## config.mk

```make
export PLATFORM = sky130hd
export DESIGN_NAME = fir_band_mixer
export DESIGN_NICKNAME = d
export VERILOG_FILES = /design/src/rtl/fir_bank_pkg.sv /design/src/rtl/fir_gain_regs.sv /design/src/rtl/fir_band_mixer.sv
export SDC_FILE = /design/constraint.sdc
export NUM_CORES = 1
export LEC_CHECK = 0
export CELL_PAD_IN_SITES_DETAIL_PLACEMENT = 1
export CELL_PAD_IN_SITES_GLOBAL_PLACEMENT = 1
export CORE_UTILIZATION = 54
export CTS_CLUSTER_SIZE = 30
export DETAILED_ROUTE_END_ITERATION = 6
export PLACE_DENSITY = 0.95
export SLEW_MARGIN = 15
export SYNTH_ARGS = -nofsm -noshare
export SYNTH_HDL_FRONTEND = slang
export SYNTH_HIERARCHICAL = 1
export SYNTH_SLANG_ARGS = --single-unit
```

## constraint.sdc

```tcl
create_clock -name clock -period 14.9 [get_ports clock]
set_input_delay 4.47 -clock clock [delete_from_list [all_inputs] [get_ports clock]]
set_output_delay 4.47 -clock clock [all_outputs]
set_load 0.005 [all_outputs]
```

## src/rtl/fir_bank_pkg.sv

```systemverilog
// Shared constants, FSM encoding and output rounding helper for the FIR bank.
// Latency: n/a (package only).
// Backpressure: n/a (package only).
package fir_bank_pkg;

    localparam int SAMPLE_W  = 16;
    localparam int GAIN_W    = 16;
    localparam int GAIN_FRAC = 14;
    localparam int ACC_W     = 36;
    localparam int MAX_BANDS = 16;
    localparam int IDX_W     = $clog2(MAX_BANDS);

    localparam logic [GAIN_W-1:0] GAIN_UNITY = 16'h4000;

    // Half an output LSB in accumulator units, used for round-half-up.
    localparam logic signed [ACC_W-1:0] ROUND_HALF = 36'sd8192;
    localparam logic signed [ACC_W-1:0] SAT_MAX    = 36'sd32767;
    localparam logic signed [ACC_W-1:0] SAT_MIN    = -36'sd32768;

    typedef enum logic [1:0] {
        IDLE = 2'd0,
        MAC  = 2'd1,
        OUT  = 2'd2
    } state_e;

    typedef struct packed {
        logic                clip;
        logic [SAMPLE_W-1:0] val;
    } rs_t;

    // Q3.29 accumulator -> Q1.15 sample: round half up, then clamp.
    function automatic rs_t round_sat(input logic signed [ACC_W-1:0] acc);
        logic signed [ACC_W-1:0] shf;
        rs_t                     r;
        shf = (acc + ROUND_HALF) >>> GAIN_FRAC;
        if (shf > SAT_MAX) begin
            r.clip = 1'b1;
            r.val  = 16'h7FFF;
        end else if (shf < SAT_MIN) begin
            r.clip = 1'b1;
            r.val  = 16'h8000;
        end else begin
            r.clip = 1'b0;
            r.val  = shf[SAMPLE_W-1:0];
        end
        return r;
    endfunction

endpackage

```

## src/rtl/fir_gain_regs.sv

```systemverilog
// Shadow/active per-band gain register file with one write port and one indexed read port.
// Latency: writes land in shadow at the next edge; copy_en loads active from shadow (incl. a same-edge write).
// Backpressure: none; writes to addresses >= NBANDS are dropped.
// Ports: clock/reset, wr_en/wr_addr/wr_data (shadow write), copy_en (shadow->active), rd_idx -> rd_gain (active).
module fir_gain_regs
    import fir_bank_pkg::*;
#(
    parameter int NBANDS = 4
) (
    input  logic              clock,
    input  logic              reset,
    input  logic              wr_en,
    input  logic [IDX_W-1:0]  wr_addr,
    input  logic [GAIN_W-1:0] wr_data,
    input  logic              copy_en,
    input  logic [IDX_W-1:0]  rd_idx,
    output logic [GAIN_W-1:0] rd_gain
);

    logic [GAIN_W-1:0] shadow_q [NBANDS];
    logic [GAIN_W-1:0] shadow_d [NBANDS];
    logic [GAIN_W-1:0] active_q [NBANDS];

    // Address match per entry; addresses with no matching entry simply hit nothing.
    always_comb begin
        for (int k = 0; k < NBANDS; k++) begin
            shadow_d[k] = shadow_q[k];
            if (wr_en && (wr_addr == IDX_W'(k))) begin
                shadow_d[k] = wr_data;
            end
        end
    end

    always_ff @(posedge clock) begin
        if (reset) begin
            for (int k = 0; k < NBANDS; k++) begin
                shadow_q[k] <= GAIN_UNITY;
                active_q[k] <= GAIN_UNITY;
            end
        end else begin
            for (int k = 0; k < NBANDS; k++) begin
                shadow_q[k] <= shadow_d[k];
                // Copy from shadow_d so a write on the accept edge is captured.
                if (copy_en) begin
                    active_q[k] <= shadow_d[k];
                end
            end
        end
    end

    always_comb begin
        rd_gain = '0;
        for (int k = 0; k < NBANDS; k++) begin
            if (rd_idx == IDX_W'(k)) begin
                rd_gain = active_q[k];
            end
        end
    end

endmodule

```

## src/rtl/fir_band_mixer.sv

```systemverilog
// Weights each band sample by a programmable Q2.14 gain, sums, rounds and saturates to one Q1.15 output.
// Latency: NBANDS+1 cycles from band_valid to the one-cycle mix_valid pulse.
// Backpressure: none; band_valid outside IDLE is dropped and flagged in sticky overrun.
// Ports: band_data/band_valid (frame in), gain_wr_* (gain write), mix_out/mix_valid (result), busy/overrun/clip (status).
module fir_band_mixer
    import fir_bank_pkg::*;
#(
    parameter int NBANDS = 4
) (
    input  logic                         clock,
    input  logic                         reset,
    input  logic [SAMPLE_W*NBANDS-1:0]   band_data,
    input  logic                         band_valid,
    input  logic                         gain_wr_en,
    input  logic [IDX_W-1:0]             gain_wr_addr,
    input  logic [GAIN_W-1:0]            gain_wr_data,
    output logic [SAMPLE_W-1:0]          mix_out,
    output logic                         mix_valid,
    output logic                         busy,
    output logic                         overrun,
    output logic                         clip
);

    state_e                   state_q;
    logic [IDX_W-1:0]         idx_q;
    logic signed [ACC_W-1:0]  acc_q;
    logic [SAMPLE_W-1:0]      snap_q [NBANDS];
    logic [SAMPLE_W-1:0]      mix_out_q;
    logic                     mix_valid_q;
    logic                     busy_q;
    logic                     overrun_q;
    logic                     clip_q;

    logic                     frame_accept;
    logic [GAIN_W-1:0]        gain_cur;
    logic [SAMPLE_W-1:0]      snap_cur;
    logic signed [31:0]       prod;
    logic signed [ACC_W-1:0]  prod_ext;
    rs_t                      rs;

    assign frame_accept = (state_q == IDLE) && band_valid;

    fir_gain_regs #(
        .NBANDS (NBANDS)
    ) u_gain_regs (
        .clock   (clock),
        .reset   (reset),
        .wr_en   (gain_wr_en),
        .wr_addr (gain_wr_addr),
        .wr_data (gain_wr_data),
        .copy_en (frame_accept),
        .rd_idx  (idx_q),
        .rd_gain (gain_cur)
    );

    always_comb begin
        snap_cur = '0;
        for (int k = 0; k < NBANDS; k++) begin
            if (idx_q == IDX_W'(k)) begin
                snap_cur = snap_q[k];
            end
        end
    end

    // Single-cycle combinational multiply; Q1.15 x Q2.14 = Q3.29.
    assign prod     = $signed(snap_cur) * $signed(gain_cur);
    assign prod_ext = {{(ACC_W-32){prod[31]}}, prod};
    assign rs       = round_sat(acc_q);

    always_ff @(posedge clock) begin
        if (reset) begin
            state_q     <= IDLE;
            idx_q       <= '0;
            acc_q       <= '0;
            mix_out_q   <= '0;
            mix_valid_q <= 1'b0;
            busy_q      <= 1'b0;
            overrun_q   <= 1'b0;
            clip_q      <= 1'b0;
            for (int k = 0; k < NBANDS; k++) begin
                snap_q[k] <= '0;
            end
        end else begin
            mix_valid_q <= 1'b0;
            case (state_q)
                IDLE: begin
                    if (band_valid) begin
                        for (int k = 0; k < NBANDS; k++) begin
                            snap_q[k] <= band_data[SAMPLE_W*k +: SAMPLE_W];
                        end
                        acc_q   <= '0;
                        idx_q   <= '0;
                        busy_q  <= 1'b1;
                        state_q <= MAC;
                    end
                end
                MAC: begin
                    if (band_valid) begin
                        overrun_q <= 1'b1;
                    end
                    acc_q <= acc_q + prod_ext;
                    idx_q <= idx_q + 1'b1;
                    if (idx_q == IDX_W'(NBANDS-1)) begin
                        state_q <= OUT;
                    end
                end
                OUT: begin
                    if (band_valid) begin
                        overrun_q <= 1'b1;
                    end
                    mix_out_q   <= rs.val;
                    mix_valid_q <= 1'b1;
                    clip_q      <= clip_q | rs.clip;
                    busy_q      <= 1'b0;
                    state_q     <= IDLE;
                end
                default: begin
                    busy_q  <= 1'b0;
                    state_q <= IDLE;
                end
            endcase
        end
    end

    assign mix_out   = mix_out_q;
    assign mix_valid = mix_valid_q;
    assign busy      = busy_q;
    assign overrun   = overrun_q;
    assign clip      = clip_q;

endmodule

```

After elaboration in Yosys (flattened, before gate mapping)
Memory sizes are Yosys's and may differ from the RTL's.
Cells that the tools add are included.
{"block": "word_totals", "word_cells": 101, "ram_bits": 192, "register_bits": 62, "inputBits": 88, "out_inout_bits": 20, "mem_count": 3}
{"name": "snap_q", "words": 4, "width": 16, "read_ports": 4, "rd_ports_with_merged_regs": 0, "wr": 4, "line_no": "fir_band_mixer.sv:27", "rtl": "logic [SAMPLE_W-1:0] snap_q [NBANDS];"}
{"name": "u_gain_regs.active_q", "words": 4, "width": 16, "read_ports": 4, "rd_ports_with_merged_regs": 0, "wr": 4, "line_no": "fir_gain_regs.sv:22", "rtl": "logic [GAIN_W-1:0] active_q [NBANDS];"}
{"name": "u_gain_regs.shadow_q", "words": 4, "width": 16, "read_ports": 4, "rd_ports_with_merged_regs": 0, "wr": 4, "line_no": "fir_gain_regs.sv:20", "rtl": "logic [GAIN_W-1:0] shadow_q [NBANDS];"}
{"block": "classes", "magnitude_cmp": 2, "n_addsub": 3, "multipliers": 1, "n_eq_ne": 10, "n_mux": 46, "n_reduce_logical": 14, "n_bitwise": 14}
{"operator": "$mux 16", "n": 24}
{"operator": "$pmux 36 s2", "n": 1}
{"operator": "$add 36x15->36 const B", "n": 1}
{"operator": "$add 36x32->36", "n": 1}
{"operator": "$mux 36", "n": 1}
{"operator": "$mux 17", "n": 2}
{"operator": "$mul 16x16->32", "n": 1}
{"operator": "$gt 22x16->1 const B", "n": 1}
{"operator": "$lt 22x16->1 const B", "n": 1}
{"operator": "$eq 4x2->1 const B", "n": 4}
{"operator": "$or 1x1->1", "n": 13}
{"operator": "$mux 1", "n": 12}
{"operator": "$eq 4x1->1 const B", "n": 2}
{"operator": "$logic_not 4->1", "n": 2}
{"operator": "$pmux 4 s2", "n": 1}
{"operator": "$reduce_and 2->1", "n": 4}
{"operator": "$logic_and 1x1->1", "n": 5}
{"operator": "$add 4x1->4 const B", "n": 1}
{"operator": "$mux 2", "n": 2}
{"operator": "$mux 4", "n": 1}
{"operator": "$ne 2x2->1 const B", "n": 2}
{"operator": "$pmux 2 s2", "n": 1}
{"operator": "$eq 2x1->1 const B", "n": 1}
{"operator": "$eq 2x2->1 const B", "n": 1}
{"operator": "5 further kinds", "n": 5}

Logic depth before layout (Yosys ltp)
{"block": "depth", "word_depth": 8, "depth_mapped": 32, "ltp_nobuf": 30}

Cells and area by module
The synthesis kept the hierarchy.
{"mod": "fir_band_mixer", "cells_per_inst": 1808, "area_each_um2": 17211.5, "n_inst": 1, "seq_area_each_um2": 3163.0}
{"mod": "fir_gain_regs", "cells_per_inst": 498, "area_each_um2": 6104.6, "n_inst": 1, "seq_area_each_um2": 3203.1}

Least setup slack after synthesis
No wires, ideal clock.
{"block": "synth_timing", "kind": "flip-flop to flip-flop", "from": "register idx_q[0]", "to": "register acc_q[32]", "n_path_buf": 3, "period_less_slack_ns": 7.309, "path_stages_with_launch": 30, "arrival_ns": 7.192, "setup_ns": 0.117, "required_ns": 14.783, "path_slack_ns": 7.591, "cell_sequence": "dfxtp_1 ha_1 nor3b_2 clkbuf_1 a22oi_1 nor2_1 a21oi_1 o21ai_1 buf_2 nand2_1 fa_1 inv_1 fa_1 fa_1 fa_1 fa_1 inv_1 fa_1 inv_1 ha_1 buf_2 a211oi_2 o21ai_1 o22ai_2 o22ai_1 nor2_2 o31ai_2 o31a_1 or3_1 a32o_1"}
{"block": "synth_via", "elab_chain_len": 8, "elab_cells_between_ends": 15, "classes_between": "1 x add/sub; 1 x mul; 3 x eq/ne; 9 x mux; 1 x reduce/logical"}
{"element": "from (decl)", "line_no": "fir_band_mixer.sv:25", "rtl": "logic [IDX_W-1:0] idx_q;"}
{"element": "from (signal assigned)", "line_no": "fir_band_mixer.sv:102", "rtl": "idx_q <= idx_q + 1'b1;"}
{"element": "$logic_not 4->1", "line_no": "fir_gain_regs.sv:54, fir_band_mixer.sv:59"}
{"element": "$mux 16 (on tied branches) (4 in series)", "line_no": "fir_band_mixer.sv:59, fir_gain_regs.sv:54"}
{"element": "$mul 16x16->32 *", "line_no": "fir_band_mixer.sv:66", "rtl": "assign prod = $signed(snap_cur) * $signed(gain_cur);"}
{"element": "$add 36x32->36 *", "line_no": "fir_band_mixer.sv:101", "rtl": "acc_q <= acc_q + prod_ext;"}
{"element": "$pmux 36 s2 *", "line_no": "fir_band_mixer.sv:85", "rtl": "case (state_q)"}
{"element": "to (signal assigned)", "line_no": "fir_band_mixer.sv:101"}
{"element": "to (decl)", "line_no": "fir_band_mixer.sv:26", "rtl": "logic signed [ACC_W-1:0] acc_q;"}
Mark *: on every way between the ends. The rest lies on a longest branch, timed or not.
A chain may end at the register's enable or synchronous reset.

Worst setup path in the final report
{"block": "layout_timing", "from": "register idx_q[1]", "to": "register acc_q[31]"}
The elaborated chain is that of the path after synthesis.

==> flow_metrics.env <==
export IMPL_drc_errors=0
export IMPL_antenna_found_initial=4
export IMPL_drtIter0Drc=1778
export IMPL_synth_area_um2=23300
export IMPL_finalClockSkew_ps=48.3
export IMPL_clk_latency_ps=590
export IMPL_endpoint_kind="flop"
export IMPL_synth_top_area_share=0.270
export IMPL_cts_resized=0
export IMPL_post_drt_wl_per_cell_um=28.8
export IMPL_gr_usage_all_layers=0.394
export IMPL_ys_seq_area_frac=0.273
export IMPL_crit_type="reg -> reg"
export IMPL_fp_dieArea_um2=44000
export IMPL_holdPathStages=2
export IMPL_yosysWarnings=6
export IMPL_n_fill_cell=4472
export IMPL_drive_above_1_share=0.0573
export IMPL_synthFlopType="edfxtp_1"
export IMPL_status="finished, final reports clean"
export IMPL_cp_common_cell="fa_1"
export IMPL_cts_tree="yes"
export IMPL_tns_ps=0
export IMPL_clk_pin_slew_ps=70
export IMPL_syn_nets=2823
export IMPL_yosysMostFrequentCell="inv_1"
export IMPL_max_stage_delay_ps=940
export IMPL_p_leak_nw=12.4
export IMPL_maxSlewViolCount=0
export IMPL_die_w_um=210
export IMPL_setup_viol=0
export IMPL_place_gp_congestion=0.954
export IMPL_num_rows=75
export IMPL_cap_violations=0
export IMPL_cts_root_buf="clkbuf_16"
export IMPL_setup_ws_ps=4920
export IMPL_startpoint_type="flop"
export IMPL_min_period_ps=9980
export IMPL_pre_cts_ws_ps=5430
export IMPL_r2r_slack_ps=4920
export IMPL_period_share=0.670
export IMPL_r2r_end="acc_q[31]$_SDFFE_PP0P_"
export IMPL_die_h_um=210
export IMPL_grt_first_pass_wirelength_um=131000
export IMPL_rsz0062_at_grt="no"
export IMPL_synth_edf_count=128
export IMPL_avgSynthCellArea_um2=10.1
export IMPL_power_mw=4.76
export IMPL_ys_top_cells_by_count="inv_1 (400), fa_1 (314), nand2_1 (245)"
export IMPL_grt_pass1_vias=21900
export IMPL_grt_overflow_total=0
export IMPL_r2r_start="idx_q[1]$_SDFFE_PP0P_"
export IMPL_area_growth_pct=10.4
export IMPL_drt_wl_total_um=84300
export IMPL_cpMaxStageDelayCell="nor4b_4"
export IMPL_hold_viol=0
export IMPL_ctsHoldBuffers=0
export IMPL_cts_made_buffers=28
export IMPL_postCtsSetupBuffers=0
export IMPL_io_pin_count=108
export IMPL_ys_ff_latch=254
export IMPL_ys_top_cells_by_area="fa_1 (27%), edfxtp_1 (16%), dfxtp_1 (11%), inv_1 (6.4%), ha_1 (6.2%)"
export IMPL_peakVddDrop_mv=0.144
export IMPL_arrival_ps=10440
export IMPL_synth_largest_area_cell="fa_1"
export IMPL_fin_nets=2885
export IMPL_core_area_um2=42200
export IMPL_postRouteAntennaNets=0
export IMPL_utilization=0.610
export IMPL_cts_sinks=254
export IMPL_dr_pass1_iters=6
export IMPL_vias=18800
export IMPL_io_buffers=107
export IMPL_critical_path_required_ps=15360
export IMPL_async_flop_share=0
export IMPL_grt_max_degree=115
export IMPL_hp_class="reg -> reg"
export IMPL_power_per_cell_area_nw_per_um2=185
export IMPL_slew_headroom=0.167
export IMPL_hold_end="u_gain_regs/shadow_q[2][9]$_SDFF_PP0_"
export IMPL_synthCells=2306
export IMPL_worst_slew_pin_slew_ps=1240
export IMPL_avgViaCountPerCell=6.41
export IMPL_htreeDepth=1
export IMPL_clockBufferDepth=3
export IMPL_start_util=0.552
export IMPL_hold_path_startpoint="u_gain_regs/shadow_q[2][9]$_SDFF_PP0_"
export IMPL_fmaxAchievable_ghz=0.100
export IMPL_synth_cell_types=76
export IMPL_hpwlAfterDp_um=55700
export IMPL_worst_r2r_path_depth=29
export IMPL_critical_path_max_fanout=21
cell families (layout without fill, tap and decap cells):
logic type	Yosys count	after routing	synth area share
and+or+nand+nor	703	703	0.156
buffers and inverters	514	597	0.0891
adders and majority gates	429	429	0.331
DFF	254	254	0.273
AOI/OAI and AO/OA	210	210	0.0602
muxes	144	144	0.0704
xor gates and xnor gates	52	52	0.0195
other	0	3	0
critical path: cells and delay by family, from the launching register on:
kind,cells,cell delay (ps)
AOI/OAI and AO/OA,11,3060
xor gates and xnor gates,1,230
adders and majority gates,8,4030
buffers and inverters,6,790
DFF,1,310
and+or+nand+nor,3,1390
metrics by stage:
| step | cells | hold slack (ps) | area [um^2] |
|---|---|---|---|
| after floorplan | 2306 | 449 | 23300 |
| after global placement | 2877 | 453 | 24800 |
| after detailed placement | 2877 | 475 | 24800 |
| after CTS | 2928 | 487 | 25700 |
| after global routing | 2929 | 497 | 25700 |
| final | 2931 | 490 | 25700 |
worst max path at each step:
stage	slack, ps	depth (start not counted)	end	from
finish	4920	29	acc_q[31]$_SDFFE_PP0P_	idx_q[1]$_SDFFE_PP0P_
global placement	6090	28	acc_q[32]$_SDFFE_PP0P_	idx_q[1]$_SDFFE_PP0P_
global route	4660	29	acc_q[33]$_SDFFE_PP0P_	idx_q[1]$_SDFFE_PP0P_
floorplan	7590	29	acc_q[32]$_SDFFE_PP0P_	idx_q[0]$_SDFFE_PP0P_
detailed placement	5430	29	acc_q[32]$_SDFFE_PP0P_	idx_q[1]$_SDFFE_PP0P_
CTS	4950	28	acc_q[32]$_SDFFE_PP0P_	idx_q[1]$_SDFFE_PP0P_
routing by layer:
layer / GRT usage / part of all wire
met3: 0.0854 / 0.082
met5: 0.00890 / 0.00074
met1: 0.430 / 0.34
met4: 0.287 / 0.086
met2: 0.678 / 0.50
power breakdown:
group	switching (mW)	leakage (nW)	internal (mW)
registers	0.0577	2.40	0.787
clock network	0.314	0.455	0.404
logic	2.03	9.53	1.16
area by class of cell:
class / count / area (um^2) / area share
diodes: 3 / 7.51 / 0.000292
clock buffers: 40 / 820 / 0.0318
clock inverters: 11 / 115 / 0.00447
inverters: 401 / 1510 / 0.0585
multi-input cells: 1538 / 14900 / 0.579
flip-flops and latches: 254 / 6370 / 0.247
well taps: 539 / 674 / 0.0262
repair buffers: 145 / 1350 / 0.0525
flip-flops by register name, indices dropped and copies added (netlist names), 2 cells and up:
register,flops
idx_q,4
u_gain_regs/active_q,64
state_q,2
mix_out,16
snap_q,64
u_gain_regs/shadow_q,64
acc_q,36
cell usage in the layout (no fill, tap or decap), types with 24 or more instances in the layout:
cell             Yosys  final
a21oi_1             47     47
a22oi_1             35     35
and2_1             130    130
and3_1              67     67
buf_4                5     38
clkbuf_16            0     31
clkdlybuf4s50_1      0    106
dfxtp_1            126    126
edfxtp_1           128    128
fa_1               314    314
ha_1               115    115
inv_1              400    400
mux2i_1            128    128
nand2_1            245    245
nand2b_1            80     80
nor2_1              95     95
o21ai_1             35     33
xnor2_1             28     28
xor2_1              24     24
No activity file was read; power rests on OpenSTA's default activity.
